--- config.mk ---
export PLATFORM = sky130hd
export DESIGN_NAME = hwpf_issue_filter
export DESIGN_NICKNAME = d
export VERILOG_FILES = /design/src/rtl/hwpf_issue_filter.sv
export SDC_FILE = /design/constraint.sdc
export NUM_CORES = 1
export LEC_CHECK = 0
export CAP_MARGIN = 20
export CORE_MARGIN = 4
export CORE_UTILIZATION = 63
export CTS_BUF_LIST = sky130_fd_sc_hd__clkbuf_4 sky130_fd_sc_hd__clkbuf_8
export CTS_CLUSTER_DIAMETER = 150
export DETAILED_ROUTE_END_ITERATION = 16
export PLACE_DENSITY = 0.83
export SYNTH_ARGS = -nofsm -noshare
export SYNTH_HDL_FRONTEND = slang
export SYNTH_SLANG_ARGS = --single-unit
--- constraint.sdc ---
create_clock -name clk_i -period 4.6 [get_ports clk_i]
set_input_delay 0.69 -clock clk_i [delete_from_list [all_inputs] [get_ports clk_i]]
set_output_delay 0.69 -clock clk_i [all_outputs]
set_load 0.03 [all_outputs]
--- src/rtl/hwpf_issue_filter.sv ---
// Prefetch issue filter: drops recently seen lines, queues survivors, issues under a minimum gap.
// Define HWPF_FILTER_STATS_EN to build the saturating drop counters; otherwise they read as zero.
module hwpf_issue_filter #(
  parameter int ADDR_W       = 40,
  parameter int LINE_BYTES   = 64,
  parameter int QUEUE_DEPTH  = 4,
  parameter int FILTER_DEPTH = 8,
  parameter int MIN_GAP      = 0
) (
  input  logic              clk_i,
  input  logic              rst_ni,
  input  logic              flush_i,
  input  logic              lock_i,
  input  logic              pf_req_valid_i,
  output logic              pf_req_ready_o,
  input  logic [ADDR_W-1:0] pf_req_addr_i,
  output logic              dc_req_valid_o,
  input  logic              dc_req_ready_i,
  output logic [ADDR_W-1:0] dc_req_addr_o,
  output logic [15:0]       drop_full_cnt_o,
  output logic [15:0]       drop_dup_cnt_o
);

  localparam int OFF_W  = $clog2(LINE_BYTES);
  localparam int LINE_W = ADDR_W - OFF_W;
  localparam int QA_W   = $clog2(QUEUE_DEPTH);
  localparam int FP_W   = (FILTER_DEPTH > 1) ? $clog2(FILTER_DEPTH) : 1;
  localparam int GAP_W  = (MIN_GAP > 0) ? $clog2(MIN_GAP + 1) : 1;

  logic [LINE_W-1:0]       q_mem [QUEUE_DEPTH];
  logic [QA_W:0]           wr_ptr, rd_ptr, q_count;
  logic                    q_empty, q_full;
  logic [QUEUE_DEPTH-1:0]  q_live;
  logic [LINE_W-1:0]       f_line [FILTER_DEPTH];
  logic [FILTER_DEPTH-1:0] f_vld;
  logic [FP_W-1:0]         f_ptr;
  logic [GAP_W-1:0]        thr;
  logic [LINE_W-1:0]       req_line;
  logic                    accept, hit, pop, push;
  logic                    unused_offset;

  assign req_line      = pf_req_addr_i[ADDR_W-1:OFF_W];
  assign unused_offset = ^pf_req_addr_i[OFF_W-1:0];

  // Pointers carry one extra wrap bit so full and empty are distinguishable.
  assign q_count = wr_ptr - rd_ptr;
  assign q_empty = (wr_ptr == rd_ptr);
  assign q_full  = (wr_ptr[QA_W] != rd_ptr[QA_W]) &&
                   (wr_ptr[QA_W-1:0] == rd_ptr[QA_W-1:0]);

  assign pf_req_ready_o = ~lock_i & ~flush_i;
  assign accept         = pf_req_valid_i & pf_req_ready_o;
  assign dc_req_valid_o = ~q_empty & ~lock_i & (thr == '0);
  assign dc_req_addr_o  = {q_mem[rd_ptr[QA_W-1:0]], {OFF_W{1'b0}}};
  assign pop            = dc_req_valid_o & dc_req_ready_i & ~flush_i;
  assign push           = accept & ~hit & (~q_full | pop);

  always_comb begin
    q_live = '0;
    for (int i = 0; i < QUEUE_DEPTH; i++)
      q_live[i] = ({1'b0, QA_W'(i) - rd_ptr[QA_W-1:0]} < q_count);
  end

  always_comb begin
    hit = 1'b0;
    for (int i = 0; i < FILTER_DEPTH; i++)
      if (f_vld[i] && (f_line[i] == req_line)) hit = 1'b1;
    for (int i = 0; i < QUEUE_DEPTH; i++)
      if (q_live[i] && (q_mem[i] == req_line)) hit = 1'b1;
  end

  always_ff @(posedge clk_i or negedge rst_ni) begin
    if (!rst_ni) begin
      wr_ptr <= '0;
      rd_ptr <= '0;
      for (int i = 0; i < QUEUE_DEPTH; i++) q_mem[i] <= '0;
    end else if (flush_i) begin
      wr_ptr <= '0;
      rd_ptr <= '0;
    end else begin
      if (push) begin
        q_mem[wr_ptr[QA_W-1:0]] <= req_line;
        wr_ptr <= wr_ptr + (QA_W+1)'(1);
      end
      if (pop) rd_ptr <= rd_ptr + (QA_W+1)'(1);
    end
  end

  // Round-robin fill: once wrapped, each new line evicts the oldest one.
  always_ff @(posedge clk_i or negedge rst_ni) begin
    if (!rst_ni) begin
      f_vld <= '0;
      f_ptr <= '0;
      for (int i = 0; i < FILTER_DEPTH; i++) f_line[i] <= '0;
    end else if (flush_i) begin
      f_vld <= '0;
      f_ptr <= '0;
    end else if (push) begin
      f_line[f_ptr] <= req_line;
      f_vld[f_ptr]  <= 1'b1;
      f_ptr <= (f_ptr == FP_W'(FILTER_DEPTH - 1)) ? '0 : f_ptr + FP_W'(1);
    end
  end

  always_ff @(posedge clk_i or negedge rst_ni) begin
    if (!rst_ni) begin
      thr <= '0;
    end else if (flush_i) begin
      thr <= '0;
    end else if (!lock_i) begin
      if (pop)              thr <= GAP_W'(MIN_GAP);
      else if (thr != '0)   thr <= thr - GAP_W'(1);
    end
  end

`ifdef HWPF_FILTER_STATS_EN
  logic [15:0] drop_full_cnt, drop_dup_cnt;

  always_ff @(posedge clk_i or negedge rst_ni) begin
    if (!rst_ni) begin
      drop_full_cnt <= '0;
      drop_dup_cnt  <= '0;
    end else begin
      if (accept && hit && (drop_dup_cnt != 16'hFFFF))
        drop_dup_cnt <= drop_dup_cnt + 16'd1;
      if (accept && !hit && q_full && !pop && (drop_full_cnt != 16'hFFFF))
        drop_full_cnt <= drop_full_cnt + 16'd1;
    end
  end

  assign drop_full_cnt_o = drop_full_cnt;
  assign drop_dup_cnt_o  = drop_dup_cnt;
`else
  assign drop_full_cnt_o = 16'h0;
  assign drop_dup_cnt_o  = 16'h0;
`endif

endmodule

After elaboration in Yosys (flattened, before gate mapping) --
Index checks and enable logic that the tools add are counted.
Cells by class: add/sub/neg operators 9, magnitude comparators 11, equality and inequality tests 17, mux-type cells 36, bitwise logic cells 19, reductions and logical operators 19
Operators by type and width (number):
- $eq A34 B34 Y1 | 12
- $bwmux W272 | 1
- $bwmux W136 | 1
- $mux W34 | 4
- $demux W34 S3 | 1
- $bmux W34 S2 | 1
- $demux W34 S2 | 1
- $mux W3 | 7
- $mux W1 | 17
- $logic_and A1 B1 Y1 | 16
- $mux W8 | 2
- $lt A2 B3 Y1 | 4
- $add A3 B1 Y3 const B | 3
- $and A1 B1 Y1 | 8
- $or A8 B8 Y8 | 1
- $ge A3 B3 Y1 const B | 2
- $not A1 Y1 | 6
- $not A2 Y3 | 2
- $ge A4 B4 Y1 const B | 1
- $lt A3 B4 Y1 const B | 1
- $lt A4 B1 Y1 const B | 1
- $not A3 Y4 | 1
- $reduce_bool A2 Y1 | 2
- $sub A1 B2 Y2 const A | 2
- other kinds (13) | 14
Word-level totals: flip-flop bits (word level) 426, input port bits 46, output and inout port bits 74

Depth between registers and ports, before layout --
word-level depth 19, gate-level depth with buffers 15

Least setup slack after synthesis --
No wires, ideal clock.
kind flip-flop to flip-flop, start point register rd_ptr[1], end point register f_line[204] (netlist bit), arrival time 3.865 ns, data required time 4.472 ns, setup slack 0.608 ns, cell stages (with the launch flop) 16, buffers on the path 4, period minus slack after synthesis 3.992 ns, cell sequence dfrtp_1 > clkbuf_1 > buf_1 > inv_1 > fa_1 > inv_1 > ha_1 > nor2b_1 > o21ai_0 > nand4_1 > o41ai_1 > nor4_2 > buf_6 > nand4_4 > buf_2 > mux2_1
Between the ends: word-level cells in the longest chain between the ends 11, elaborated cells on any way between the ends 31, classes of those cells add/sub: 5; order compare: 4; eq/ne: 2; mux: 4; bitwise: 10; reduce/logical: 6
RTL lines:
- from (decl) | line 31 | logic [QA_W:0] wr_ptr, rd_ptr, q_count;
- from (signal assigned) | line 85 | if (pop) rd_ptr <= rd_ptr + (QA_W+1)'(1);
- $sub A3 B3 Y3 / $sub A1 B2 Y2 (equally long branches) | line 46, 61
- $lt A2 B3 Y1 | line 61 | q_live[i] = ({1'b0, QA_W'(i) - rd_ptr[QA_W-1:0]} < q_count);
- $logic_and A1 B1 Y1 | line 69 | if (q_live[i] && (q_mem[i] == req_line)) hit = 1'b1;
- $mux W1 (4 in a row) | line 69
- $not A1 Y1 | line 56 | assign push = accept & ~hit & (~q_full | pop);
- $and A1 B1 Y1 | line 56
- $and A1 B1 Y1 * | line 56
- $reduce_and A2 Y1 (no source line) *
- to (signal, indexed assignment) | line 99 | f_line[f_ptr] <= req_line;
- to (decl) | line 34 | logic [LINE_W-1:0] f_line [FILTER_DEPTH];
Every way passes the cells marked *; elsewhere a longest branch is shown, timed or not. A chain may end at the register's enable or synchronous reset.

Final worst setup path --
start point register wr_ptr[0], end point register q_mem[19] (netlist bit)
Between the ends: word-level cells in the longest chain between the ends 11, elaborated cells on any way between the ends 34, classes of those cells add/sub: 1; order compare: 6; eq/ne: 2; mux: 7; bitwise: 11; reduce/logical: 7
RTL lines:
- from (decl) | line 31
- from (signal assigned) | line 83 | wr_ptr <= wr_ptr + (QA_W+1)'(1);
- $sub A3 B3 Y3 | line 46 | assign q_count = wr_ptr - rd_ptr;
- $lt A2 B3 Y1 | line 61
- $logic_and A1 B1 Y1 | line 69
- $mux W1 (4 in a row) | line 69
- $not A1 Y1 | line 56
- $and A1 B1 Y1 (2 in a row) | line 56
- $reduce_and A2 Y1 (no source line)
- to (signal, indexed assignment) | line 82 | q_mem[wr_ptr[QA_W-1:0]] <= req_line;
- to (decl) | line 30 | logic [LINE_W-1:0] q_mem [QUEUE_DEPTH];
Parallel ways exist; a longest one is shown, timed or not.

==> results by group <==
STA
  – Final clock skew: 0.0273 ns
  – Fin Setup TNS: 0 ns
  – Slew Limit Headroom: 32.6%
  – Final critical path time including I/O delays and setup: 4.03 ns
  – Max-slew violation count: 0
  – Actual slew at the worst max-slew pin: 0.999 ns
  – Unrepaired setup endpoints after global routing: false
  – Final Hold Viols: 0
  – Final worst path period share: 87.6%
  – Finish-stage setup viols: 0
  – Worst Hold Margin: 0.106 ns
  – Fmax achieved: 0.248 GHz

Layout
  – Area Overhead vs Synth: 12.4%
  – Antenna cells: 0
  – Area of combinational cells with multiple inputs: 10,700 um^2
  – Layout Nets: 1,839
  – Layout cells sized above 1: 36.1%
  – Final standard cell utilization of the core: 72.3%
  – Filler cell count: 2,238
  – Register cell area after layout: 10,600 um^2
  – Final Non-Filler Cells: 2,284

Place
  – Global placement routability congestion: 0.962
  – Count of buffers inserted at the top-level ports: 75
  – Cells after DPL: 2,160
  – Half-perimeter wire length after detailed placement: 36,300 um

Clocking
  – TritonCTS sink count: 425
  – H-tree levels: 3
  – Clk slew on worst S/H paths: 0.06 ns
  – Post-CTS Setup Bufs: 0
  – Number of hold-repair buffers added at the cts stage: 0
  – Resize count post-CTS: 0
  – Clock buffer count from CTS: 71
  – Clock tree from TritonCTS: done
  – Longest Clk Path Bufs: 3
  – Master cell of the clock root buffer: sky130_fd_sc_hd__clkbuf_8
  – Skew-Pair Late Insertion Delay: 0.61 ns

Yosys
  – Cell taking the most area after synthesis: sky130_fd_sc_hd__dfrtp_1
  – Most instantiated cells after synthesis: 425 x sky130_fd_sc_hd__dfrtp_1, 405 x sky130_fd_sc_hd__mux2_2, 346 x sky130_fd_sc_hd__xnor2_1
  – Number of instances in the synthesized netlist: 1,701
  – Average footprint of a synthesized cell: 13.2 um^2
  – Warnings, synthesis: 0
  – Top_reg_cell synth: sky130_fd_sc_hd__dfrtp_1
  – Count of unique library cells instantiated by Yosys: 41
  – Leading post-synthesis cells by cell area: sky130_fd_sc_hd__dfrtp_1 47%, sky130_fd_sc_hd__mux2_2 20%, sky130_fd_sc_hd__xnor2_1 13%
  – Total of flip-flops plus latches after synthesis: 425
  – Fraction of the yosys area taken by sequential cells: 47.4%
  – Synth top area share: 47.4%
  – Syn Std Cell Area: 22,500 um^2
  – Number of enable-type register cells in the synthesized netlist: 0
  – Most numerous cell in the Yosys netlist: sky130_fd_sc_hd__dfrtp_1
  – Proportion of register bits with asynchronous set or reset after synthesis: 100%

Flow run
  – MaxCap Viol Count: 0

Power
  – Cell leakage power: 11.2 nW
  – Power Dens Cells: 410 nW/um^2
  – Overall Power: 10.4 mW
  – IR Drop Worst-Case VDD: 0.263 mV

Critical path
  – Type of origin of the critical path: flip-flop
  – Critical register-to-register path endpoint: q_mem[19]
  – R2R depth: 14
  – Crit Path Max Fanout: 26
  – Required time reported for the critical path endpoint: 5.07 ns
  – Critical path type: flip-flop to flip-flop
  – Signal arrival time at the worst endpoint: 4.50 ns
  – Launch instance of the worst register-to-register path: wr_ptr[0]
  – Flop2flop setup slack: 0.57 ns
  – CP Launch Point: wr_ptr[0]
  – Worst Setup End Kind: flip-flop

Detailed routing
  – Wire length reported by the detailed router: 54,500 um
  – First DRT Iteration DRCs: 1,006
  – Remaining antenna violation count: 0
  – Ratio of routed vias to standard cells: 6.00
  – Number of remaining DRC errors: 0
  – Sum of routed wire segments on met1: 22,700 um
  – Highest metal layer with signal wires: met4
  – Routed length on met2: 25,400 um
  – Wire length on met3: 5070 um
  – DR WL/cell: 23.9 um
  – Number of vias in the routed layout: 13,700
  – First-pass detailed-route iteration total: 5

Floorplanning
  – Width of the chip: 197 um
  – Starting density of the core: 64.4%
  – Site Rows: 68
  – Placeable core region: 34,900 um^2
  – Die Height: 197 um
  – I/O pin count: 120
  – Full die area: 38,700 um^2

GRT
  – Pin count of the biggest net entering global routing: 95
  – Number of global-route vias before repair: 14,500
  – GRT Util Overall: 28.5%
  – GRT Residual Overflow: 0
  – Global-route wire length before repair: 84,400 um
  – Initial antenna violation count: 0

Status
  – Run status: finished, final reports clean

Hold path
  – Class of the tightest hold or removal check: primary input to async pin
## cells in the final DEF, fill, tap and decap left out, drive strengths merged, types with 2 or more instances in the layout
master	count
dfrtp	425
xnor2	347
nand3	13
conb	38
xor2	65
o41ai	3
buf	82
a21oi	2
nand2	7
nand4	96
nand4b	4
o21ai	11
mux4	34
clkbuf	111
nor3	9
nor4	30
nor2	7
clkdlybuf4s50	74
clkinv	10
mux2	411
ha	14
mux2i	2
inv	16
nor2b	6
## cell type report
class | count | share of cell area (%)
multi-input cells | 1109 | 42.3
flip-flops and latches | 425 | 42.1
repair buffers | 156 | 7.09
well taps | 455 | 2.26
inverters | 15 | 0.223
clock buffers | 111 | 5.63
clock inverters | 13 | 0.382
## registers in the layout (all words and copies together), names as in the netlist
signal  count
f_ptr       3
q_mem     136
f_line    272
rd_ptr      3
f_vld       8
wr_ptr      3
## per-stage QoR
stage	cell area, um^2	setup WS [ns]
floorplan	22600	0.608
global placement	23700	0.215
detailed placement	23700	0.147
CTS	25200	0.621
global route	25200	0.501
finish	25200	0.571
## worst max path at each step
| stage | depth (start not counted) | slack, ns | to |
|---|---|---|---|
| floorplan | 15 | 0.61 | f_line[204] |
| global placement | 11 | 0.21 | q_mem[18] |
| detailed placement | 12 | 0.15 | q_mem[19] |
| CTS | 14 | 0.62 | q_mem[19] |
| global route | 14 | 0.50 | q_mem[19] |
| finish | 14 | 0.57 | q_mem[19] |
## cell families (layout without fill, tap and decap cells)
kind of cell / Yosys count / after routing / share of synthesized area (%)
XOR/XNOR: 412 / 412 / 16.1
other: 1 / 38 / 0.0167
AND/OR/NAND/NOR: 175 / 175 / 5.10
adder cells (fa/ha/maj): 15 / 15 / 0.869
buffers and inverters: 204 / 295 / 5.80
multiplexers: 447 / 447 / 24.1
AO/OA/AOI/OAI: 22 / 22 / 0.646
flip-flops: 425 / 425 / 47.4
## routing by layer
metal,up-vias,track usage (%)
li1,5998,-
met1,7087,38.9
met2,512,44.4
met3,104,9.06
met4,0,8.42
met5,-,0
## power breakdown
part / switching (mW) / leakage, nW / internal [mW] / total (mW)
clock network: 1.51 / 0.812 / 2.02 / 3.52
registers: 0.403 / 5.65 / 4.21 / 4.61
logic: 1.10 / 4.77 / 1.12 / 2.23
## critical path, cell delays in order, from the launching register on
cell and delay (ns):
sky130_fd_sc_hd__dfrtp_1 0.45, sky130_fd_sc_hd__inv_1 0.12, sky130_fd_sc_hd__ha_1 0.22, sky130_fd_sc_hd__inv_1 0.08, sky130_fd_sc_hd__fa_1 0.40, sky130_fd_sc_hd__inv_1 0.14
sky130_fd_sc_hd__ha_1 0.27, sky130_fd_sc_hd__a21o_1 0.25, sky130_fd_sc_hd__a2111oi_0 0.60, sky130_fd_sc_hd__buf_4 0.22, sky130_fd_sc_hd__nor4_4 0.03, sky130_fd_sc_hd__buf_4 0.25
sky130_fd_sc_hd__nand3_2 0.21, sky130_fd_sc_hd__buf_12 0.23, sky130_fd_sc_hd__mux2_2 0.36
(Power assumes the default switching activity.)
